### src/rtl/serdes_pkg.sv
// Shared definitions for the serializer/deserializer pair: state encodings,
// default frame geometry and the idle line level.
package serdes_pkg;

    localparam int DEFAULT_DATA_LENGTH = 16;
    localparam int DEFAULT_WORD_SIZE   = 8;

    localparam logic IDLE_LEVEL = 1'b1;

    localparam logic [2:0] ST_IDLE   = 3'd0;
    localparam logic [2:0] ST_START  = 3'd1;
    localparam logic [2:0] ST_LEAD   = 3'd2;
    localparam logic [2:0] ST_SHIFT  = 3'd3;
    localparam logic [2:0] ST_PARITY = 3'd4;

    function automatic int words_per_frame(input int data_length, input int word_size);
        return data_length / word_size;
    endfunction

endpackage

### src/rtl/serializer_with_counter_if.sv
// Parallel word handshake between a word source (master) and the serializer (slave).
interface serializer_with_counter_if
    import serdes_pkg::*;
#(
    parameter int WORD_SIZE = DEFAULT_WORD_SIZE
);
    logic [WORD_SIZE-1:0] word_in;
    logic                 word_valid;
    logic                 word_ready;

    modport master (output word_in, output word_valid, input word_ready);
    modport slave  (input word_in, input word_valid, output word_ready);
endinterface

### src/rtl/frame_shift_register.sv
// Frame register: word-indexed parallel load, right shift filling with the idle level,
// and bit 0 exposed as the serial tap.
module frame_shift_register
    import serdes_pkg::*;
#(
    parameter int DATA_LENGTH = DEFAULT_DATA_LENGTH,
    parameter int WORD_SIZE   = DEFAULT_WORD_SIZE,
    parameter int IDX_W       = 2
) (
    input  logic                 clock,
    input  logic                 reset,
    input  logic                 load_en,
    input  logic [IDX_W-1:0]     load_idx,
    input  logic [WORD_SIZE-1:0] load_word,
    input  logic                 shift_en,
    output logic                 tap
);
    logic [DATA_LENGTH-1:0] frame_q, frame_d;

    always_comb begin
        frame_d = frame_q;
        if (load_en) begin
            frame_d[int'(load_idx) * WORD_SIZE +: WORD_SIZE] = load_word;
        end else if (shift_en) begin
            frame_d = {IDLE_LEVEL, frame_q[DATA_LENGTH-1:1]};
        end
    end

    always_ff @(posedge clock) begin
        if (reset) begin
            frame_q <= '0;
        end else begin
            frame_q <= frame_d;
        end
    end

    assign tap = frame_q[0];
endmodule

### src/rtl/serializer_with_counter.sv
// Bit-serial transmitter: gathers a frame of parallel words, then sends start, idle lead
// and LSB-first data. Define SERIALIZER_PARITY_EN to append an even-parity bit.
module serializer_with_counter
    import serdes_pkg::*;
#(
    parameter int DATA_LENGTH = DEFAULT_DATA_LENGTH,
    parameter int WORD_SIZE   = DEFAULT_WORD_SIZE,
    parameter int LEAD_CYCLES = 2
) (
    input  logic clock,
    input  logic reset,
    serializer_with_counter_if.slave word_bus,
    output logic start,
    output logic serial_out,
    output logic busy,
    output logic RCO
);
    localparam int WORDS      = words_per_frame(DATA_LENGTH, WORD_SIZE);
    localparam int WORD_CNT_W = $clog2(WORDS + 1);
    localparam int BIT_CNT_W  = $clog2(DATA_LENGTH + 1);
    localparam int LEAD_CNT_W = (LEAD_CYCLES > 0) ? $clog2(LEAD_CYCLES + 1) : 1;

    if (DATA_LENGTH % WORD_SIZE != 0) begin : g_bad_length
        $error("DATA_LENGTH must be an integer multiple of WORD_SIZE");
    end

    logic [2:0]            state_q, state_d;
    logic [WORD_CNT_W-1:0] word_cnt_q, word_cnt_d;
    logic [BIT_CNT_W-1:0]  bit_cnt_q, bit_cnt_d;
    logic [LEAD_CNT_W-1:0] lead_cnt_q, lead_cnt_d;
    logic                  accept;
    logic                  last_bit;
    logic                  tap;
`ifdef SERIALIZER_PARITY_EN
    logic                  parity_q, parity_d;
`endif

    assign accept   = word_bus.word_valid && (state_q == ST_IDLE);
    assign last_bit = (bit_cnt_q == BIT_CNT_W'(DATA_LENGTH - 1));

    frame_shift_register #(
        .DATA_LENGTH(DATA_LENGTH),
        .WORD_SIZE  (WORD_SIZE),
        .IDX_W      (WORD_CNT_W)
    ) u_frame (
        .clock    (clock),
        .reset    (reset),
        .load_en  (accept),
        .load_idx (word_cnt_q),
        .load_word(word_bus.word_in),
        .shift_en (state_q == ST_SHIFT),
        .tap      (tap)
    );

    // Parity accumulates over the bits as they leave, so the shift-in fill never disturbs it.
    always_comb begin
        state_d    = state_q;
        word_cnt_d = word_cnt_q;
        bit_cnt_d  = bit_cnt_q;
        lead_cnt_d = lead_cnt_q;
`ifdef SERIALIZER_PARITY_EN
        parity_d   = parity_q;
`endif
        case (state_q)
            ST_IDLE: begin
                if (accept) begin
                    if (word_cnt_q == WORD_CNT_W'(WORDS - 1)) begin
                        word_cnt_d = '0;
                        state_d    = ST_START;
                    end else begin
                        word_cnt_d = word_cnt_q + WORD_CNT_W'(1);
                    end
                end
            end
            ST_START: begin
                bit_cnt_d  = '0;
                lead_cnt_d = LEAD_CNT_W'(LEAD_CYCLES - 1);
`ifdef SERIALIZER_PARITY_EN
                parity_d   = 1'b0;
`endif
                state_d    = (LEAD_CYCLES == 0) ? ST_SHIFT : ST_LEAD;
            end
            ST_LEAD: begin
                if (lead_cnt_q == '0) begin
                    state_d = ST_SHIFT;
                end else begin
                    lead_cnt_d = lead_cnt_q - LEAD_CNT_W'(1);
                end
            end
            ST_SHIFT: begin
`ifdef SERIALIZER_PARITY_EN
                parity_d = parity_q ^ tap;
`endif
                if (last_bit) begin
                    bit_cnt_d = '0;
`ifdef SERIALIZER_PARITY_EN
                    state_d   = ST_PARITY;
`else
                    state_d   = ST_IDLE;
`endif
                end else begin
                    bit_cnt_d = bit_cnt_q + BIT_CNT_W'(1);
                end
            end
`ifdef SERIALIZER_PARITY_EN
            ST_PARITY: state_d = ST_IDLE;
`endif
            default: state_d = ST_IDLE;
        endcase
    end

    always_ff @(posedge clock) begin
        if (reset) begin
            state_q    <= ST_IDLE;
            word_cnt_q <= '0;
            bit_cnt_q  <= '0;
            lead_cnt_q <= '0;
`ifdef SERIALIZER_PARITY_EN
            parity_q   <= 1'b0;
`endif
        end else begin
            state_q    <= state_d;
            word_cnt_q <= word_cnt_d;
            bit_cnt_q  <= bit_cnt_d;
            lead_cnt_q <= lead_cnt_d;
`ifdef SERIALIZER_PARITY_EN
            parity_q   <= parity_d;
`endif
        end
    end

    assign word_bus.word_ready = (state_q == ST_IDLE);
    assign start               = (state_q == ST_START);
    assign busy                = (state_q != ST_IDLE);

    always_comb begin
        serial_out = IDLE_LEVEL;
        if (state_q == ST_SHIFT) begin
            serial_out = tap;
        end
`ifdef SERIALIZER_PARITY_EN
        if (state_q == ST_PARITY) begin
            serial_out = parity_q;
        end
        RCO = (state_q == ST_PARITY);
`else
        RCO = (state_q == ST_SHIFT) && last_bit;
`endif
    end
endmodule

### src/flat_wrapper.sv
// flat-port wrapper written by rule: the top's interface ports become plain ports
module serializer_with_counter_flat import serdes_pkg::*;
#(
    parameter int DATA_LENGTH = DEFAULT_DATA_LENGTH,
    parameter int WORD_SIZE   = DEFAULT_WORD_SIZE,
    parameter int LEAD_CYCLES = 2
)
  (clock, reset, start, serial_out, busy, RCO, word_bus_word_in, word_bus_word_valid, word_bus_word_ready);
  serializer_with_counter_if #(.WORD_SIZE(WORD_SIZE)) word_bus_i ();
  input  logic clock;
  input  logic reset;
  output logic start;
  output logic serial_out;
  output logic busy;
  output logic RCO;
  input wire logic [$bits(word_bus_i.word_in)-1:0] word_bus_word_in;
  input wire logic [$bits(word_bus_i.word_valid)-1:0] word_bus_word_valid;
  output wire logic [$bits(word_bus_i.word_ready)-1:0] word_bus_word_ready;
  assign word_bus_i.word_in = word_bus_word_in;
  assign word_bus_i.word_valid = word_bus_word_valid;
  assign word_bus_word_ready = word_bus_i.word_ready;
  serializer_with_counter #(.DATA_LENGTH(DATA_LENGTH), .WORD_SIZE(WORD_SIZE), .LEAD_CYCLES(LEAD_CYCLES)) u_core (.clock(clock), .reset(reset), .word_bus(word_bus_i), .start(start), .serial_out(serial_out), .busy(busy), .RCO(RCO));
endmodule
### config.mk
export PLATFORM = sky130hd
export DESIGN_NAME = serializer_with_counter_flat
export DESIGN_NICKNAME = d
export VERILOG_FILES = /design/src/rtl/serdes_pkg.sv /design/src/rtl/serializer_with_counter_if.sv /design/src/rtl/frame_shift_register.sv /design/src/rtl/serializer_with_counter.sv /design/src/flat_wrapper.sv
export SDC_FILE = /design/constraint.sdc
export NUM_CORES = 1
export LEC_CHECK = 0
export BUFFER_PORTS_ARGS = -buffer_cell sky130_fd_sc_hd__buf_2
export CORE_MARGIN = 8
export CORE_UTILIZATION = 30
export DETAILED_ROUTE_END_ITERATION = 10
export GPL_TIMING_DRIVEN = 0
export MAX_ROUTING_LAYER = met4
export PLACE_DENSITY_LB_ADDON = 0.12
export SYNTH_ARGS = -nofsm -noshare
export SYNTH_HDL_FRONTEND = slang
export SYNTH_HIERARCHICAL = 1
export SYNTH_SLANG_ARGS = --single-unit
### constraint.sdc
create_clock -name clock -period 4.7 [get_ports clock]
set_input_delay 0.705 -clock clock [delete_from_list [all_inputs] [get_ports clock]]
set_output_delay 0.705 -clock clock [all_outputs]
set_load 0.02 [all_outputs]
Word-level counts from Yosys, hierarchy flattened
Index checks and enable logic that the tools add are counted.
{"block": "totals", "ff_bits": 28, "in_bits": 11, "output_inout_bits": 5, "word_cells": 46}
{"block": "op_classes", "addsub": 4, "n_eq_ne": 10, "shifts": 2, "n_mux": 14, "n_reduce_logical": 11}
{"op": "negation 5 -> 33 bit", "count": 1}
{"op": "variable shift 8 x 33 -> 16 bit, first input constant", "count": 1}
{"op": "indexed part select 8 x 33 -> 16 bit", "count": 1}
{"op": "two-way mux 16 bit", "count": 2}
{"op": "bitwise mux 16 bit", "count": 1}
{"op": "two-way mux 3 bit", "count": 4}
{"op": "case mux 3 bit (4 select lines)", "count": 1}
{"op": "case mux 5 bit (2 select lines)", "count": 1}
{"op": "inequality test 2 x 1 -> 1 bit, second input constant", "count": 4}
{"op": "== test 3 x 2 -> 1 bit, second input constant", "count": 2}
{"op": "nonzero test 2 bit", "count": 3}
{"op": "adder 5 x 1 -> 5 bit, second input constant", "count": 1}
{"op": "== test 5 x 4 -> 1 bit, second input constant", "count": 1}
{"op": "two-way mux 5 bit", "count": 1}
{"op": "two-way mux 2 bit", "count": 2}
{"op": "case mux 2 bit (2 select lines)", "count": 1}
{"op": "AND reduction 2 bit", "count": 2}
{"op": "AND reduction 4 bit", "count": 1}
{"op": "== test 3 x 1 -> 1 bit, second input constant", "count": 1}
{"op": "zero test 3 bit", "count": 1}
{"op": "nonzero test 3 bit", "count": 1}
{"op": "adder 2 x 1 -> 2 bit, second input constant", "count": 1}
{"op": "== test 2 x 1 -> 1 bit, second input constant", "count": 1}
{"op": "logical AND 1 bit", "count": 2}
{"op": "4 further kinds", "count": 4}

Depth between registers and ports, before layout
{"block": "logic_depth", "ltp_word": 4, "depth_mapped": 8, "depth_no_buf": 6}

Modules after synthesis
Netlist, hierarchy kept.
{"mod": "frame_shift_register", "n_inst": 1, "cells_each": 82, "area_per_inst_um2": 770.7, "seq_area_each_um2": 320.3}
{"mod": "serializer_with_counter", "n_inst": 1, "cells_each": 65, "area_per_inst_um2": 571.8, "seq_area_each_um2": 220.2}

Worst setup path before layout
No wires, ideal clock.
{"block": "synth_timing", "kind": "register to output", "from": "register u_core.state_q[0]", "to": "output RCO", "t_arrival_ns": 1.316, "t_required_ns": 3.995, "path_slack_ns": 2.679, "stages_incl_launch_ff": 3, "path_buffers": 0, "cell_sequence": "dfxtp_1 -> ha_1 -> nor3b_1"}
{"block": "synth_between", "elab_chain_cells": 2}
{"element": "start: declaration", "line_no": "serializer_with_counter.sv:27", "source": "logic [2:0] state_q, state_d;"}
{"element": "start signal: assignment", "line_no": "serializer_with_counter.sv:122", "source": "state_q <= state_d;"}
{"element": "== test 3 x 2 -> 1 bit", "line_no": "serializer_with_counter.sv:147", "source": "RCO = (state_q == ST_SHIFT) && last_bit;"}
{"element": "logical AND 1 bit", "line_no": "serializer_with_counter.sv:147"}
{"element": "end: declaration", "line_no": "flat_wrapper.sv:15", "source": "output logic RCO;"}
Every way passes these cells.

Worst setup path after layout
{"block": "layout_timing", "from": "register u_core.state_q[1]", "to": "output RCO"}
Same word-level chain as after synthesis.

==> flow_summary.ini <==
[setup_path]
cp.required_ns = 3.99
endpoint_kind = output port
crit_type = register to output port
start_kind = register
cp_max_fo = 14
critPathMaxStageDelay_ns = 0.53
cp_slowest_cell = ha_1
worstPathCellList = ha_1, nor3b_1, buf_2
cp.arrival_ns = 1.60

[grt]
antenna_found_initial = 0
grt_pass1_wl_um = 5043
grt_pass1_vias = 1119
grt_usage = 0.08723
overflow = 0
grt_max_degree = 17

[placement]
dp_cells = 214
port_buffers = 15
place_hpwl_um = 2282
preCtsSetupSlack_ns = 2.678
gp_congestion = 0.7097

[pwr]
power_uw = 762.2
powerDensity_nw_per_um2 = 497.7
power.leakage_nw = 0.5872
ir_drop_mv = 0.1345

[sta]
fmax_ghz = 0.4332
rsz0062_at_grt = no
drv_slew = 0
setup_slack_ns = 2.392
fin_tns_setup_ns = 0
min_period_ns = 2.309
hold_violations = 0
skew_ns = 0.002374
tightestPinTransition_ns = 0.5640
min_period_over_period = 0.4912
report.final.setup_viol = 0
slew_headroom = 0.6240

[clock_tree]
insertion_delay_ns = 0.27
cts_resized = 0
numCtsBuffers = 3
clkSlewWorstSetupHoldPaths_ns = 0.10
cts_buffer_depth = 2
cts_setup_buffers = 0
cts_hold_buf = 0
cts_sinks = 27
root_buffer = clkbuf_8
cts-htree-levels = 1
cts_tree = built

[finish]
utilization = 0.3542
antennaDiodeCount = 0
multi_input_area_um2 = 726.9
area_growth_syn_to_layout_pct = 14.07
fin_cells = 218
final-seq-area_um2 = 540.5
final_common_cell = dfxtp_1
final_layout_size_suffix_gt1_frac = 0.1747
final_cell_mix = dfxtp_1, nor2_1, a221oi_1
nFillCells = 471
final_net_count = 186

[die]
core_um2 = 4324
rows = 24
start_util = 0.3105
dieWidth_um = 82.90
die_h_um = 82.90
die-area_um2 = 6872
ios = 16

[drt]
drt_iter0_markers = 96
firstDrtPassIters = 4
totalWireLength_um = 2993
vias = 1139
vias_per_cell = 5.225
drtAntennaViolNets = 0
wire_per_inst_um = 13.73
drcViolationCount = 0

[hold_path]
worstHoldPathType = register to register

[synthesis]
syn-cell-area_um2 = 1343
synth_edf_count = 0
yosysUniqueCellTypes = 34
ys_warn_count = 6
synth_ff_type = dfxtp_1
synth_nets = 166
async_reset_ff_frac = 0
ys_seq_area_frac = 0.4026
ys_ff_latch = 27
netlist_instances = 147
syn_area_per_cell_um2 = 9.133

[outcome]
status = completed

[job]
cap_violations = 0
-- path summary, 6_finish.rpt --
kind	to	from	slack, ns	cells past startpoint
worst max-delay path	RCO	u_core/state_q[1]	2.39	3
worst min-delay path	u_core/word_cnt_q[1]	u_core/word_cnt_q[1]	0.47	2
worst max register to register	u_core/u_frame/frame_q[2]	u_core/state_q[1]	2.86	8
worst min register to register	u_core/word_cnt_q[1]	u_core/word_cnt_q[1]	0.47	2
-- per-stage QoR --
stage | hold WS, ns | cell area, µm²
3_3_place_gp | 0.4483 | 1483
3_5_place_dp | 0.4606 | 1483
2_1_floorplan | 0.4336 | 1343
5_1_grt | 0.5062 | 1531
4_1_cts | 0.4764 | 1531
6_report | 0.4736 | 1531
-- synth_stat cells, types with 2 or more instances --
cell type	count	area share
dfxtp_1	27	0.40
nor2_1	24	0.067
a221oi_1	16	0.10
nor3_1	15	0.056
a21oi_1	8	0.030
ha_1	8	0.075
inv_1	8	0.022
buf_6	3	0.025
nand2_1	3	0.0084
nand2b_1	3	0.014
nand3_1	3	0.011
nor3b_1	3	0.017
clkbuf_1	2	0.0056
mux2_1	2	0.017
nand3b_1	2	0.011
nor2b_1	2	0.0093
-- kinds of logic after synthesis --
kind of cell	count (synthesis)	synth area share
buf+inv	14	0.05592
mux	5	0.05125
flops	27	0.4026
simple gates	61	0.2349
fa+ha+maj	8	0.07456
compound gates	31	0.1743
xor+xnor	1	0.006525
-- sequential cells by signal, summed over array words and instances (netlist names) --
name                    count
u_core/u_frame/frame_q     16
u_core/bit_cnt_q            5
u_core/word_cnt_q           2
u_core/state_q              2
u_core/lead_cnt_q           2
-- critical path, delay by kind of cell, from the launching register on --
kind	cells	cell delay, ns
adder cells (fa/ha/maj)	1	0.53
flip-flops	1	0.37
buffers and inverters	1	0.19
AND/OR/NAND/NOR	1	0.24
-- layer usage --
metal	up-vias	GRT usage	wire length, µm
met3	2	0.01855	63
met1	547	0.09245	1388
met5	-	-	0
li1	579	-	-
met2	11	0.1563	1522
met4	0	0.02875	19
-- where the power goes --
| group | internal, mW | switching (mW) | leakage (nW) | total (mW) |
|---|---|---|---|---|
| clock | 0.0602 | 0.0769 | 0.0217 | 0.137 |
| combinational | 0.131 | 0.177 | 0.345 | 0.308 |
| sequential | 0.283 | 0.0347 | 0.220 | 0.317 |
-- area by class of cell --
type / instances / share of cell area
timing repair buffer: 15 / 0.04902
clock buffer: 3 / 0.02696
inverter: 8 / 0.01961
multi-input combinational: 106 / 0.4747
buffer: 6 / 0.02941
tap: 52 / 0.04248
clock inverter: 1 / 0.004902
sequential: 27 / 0.3529
(Power assumes the default switching activity.)
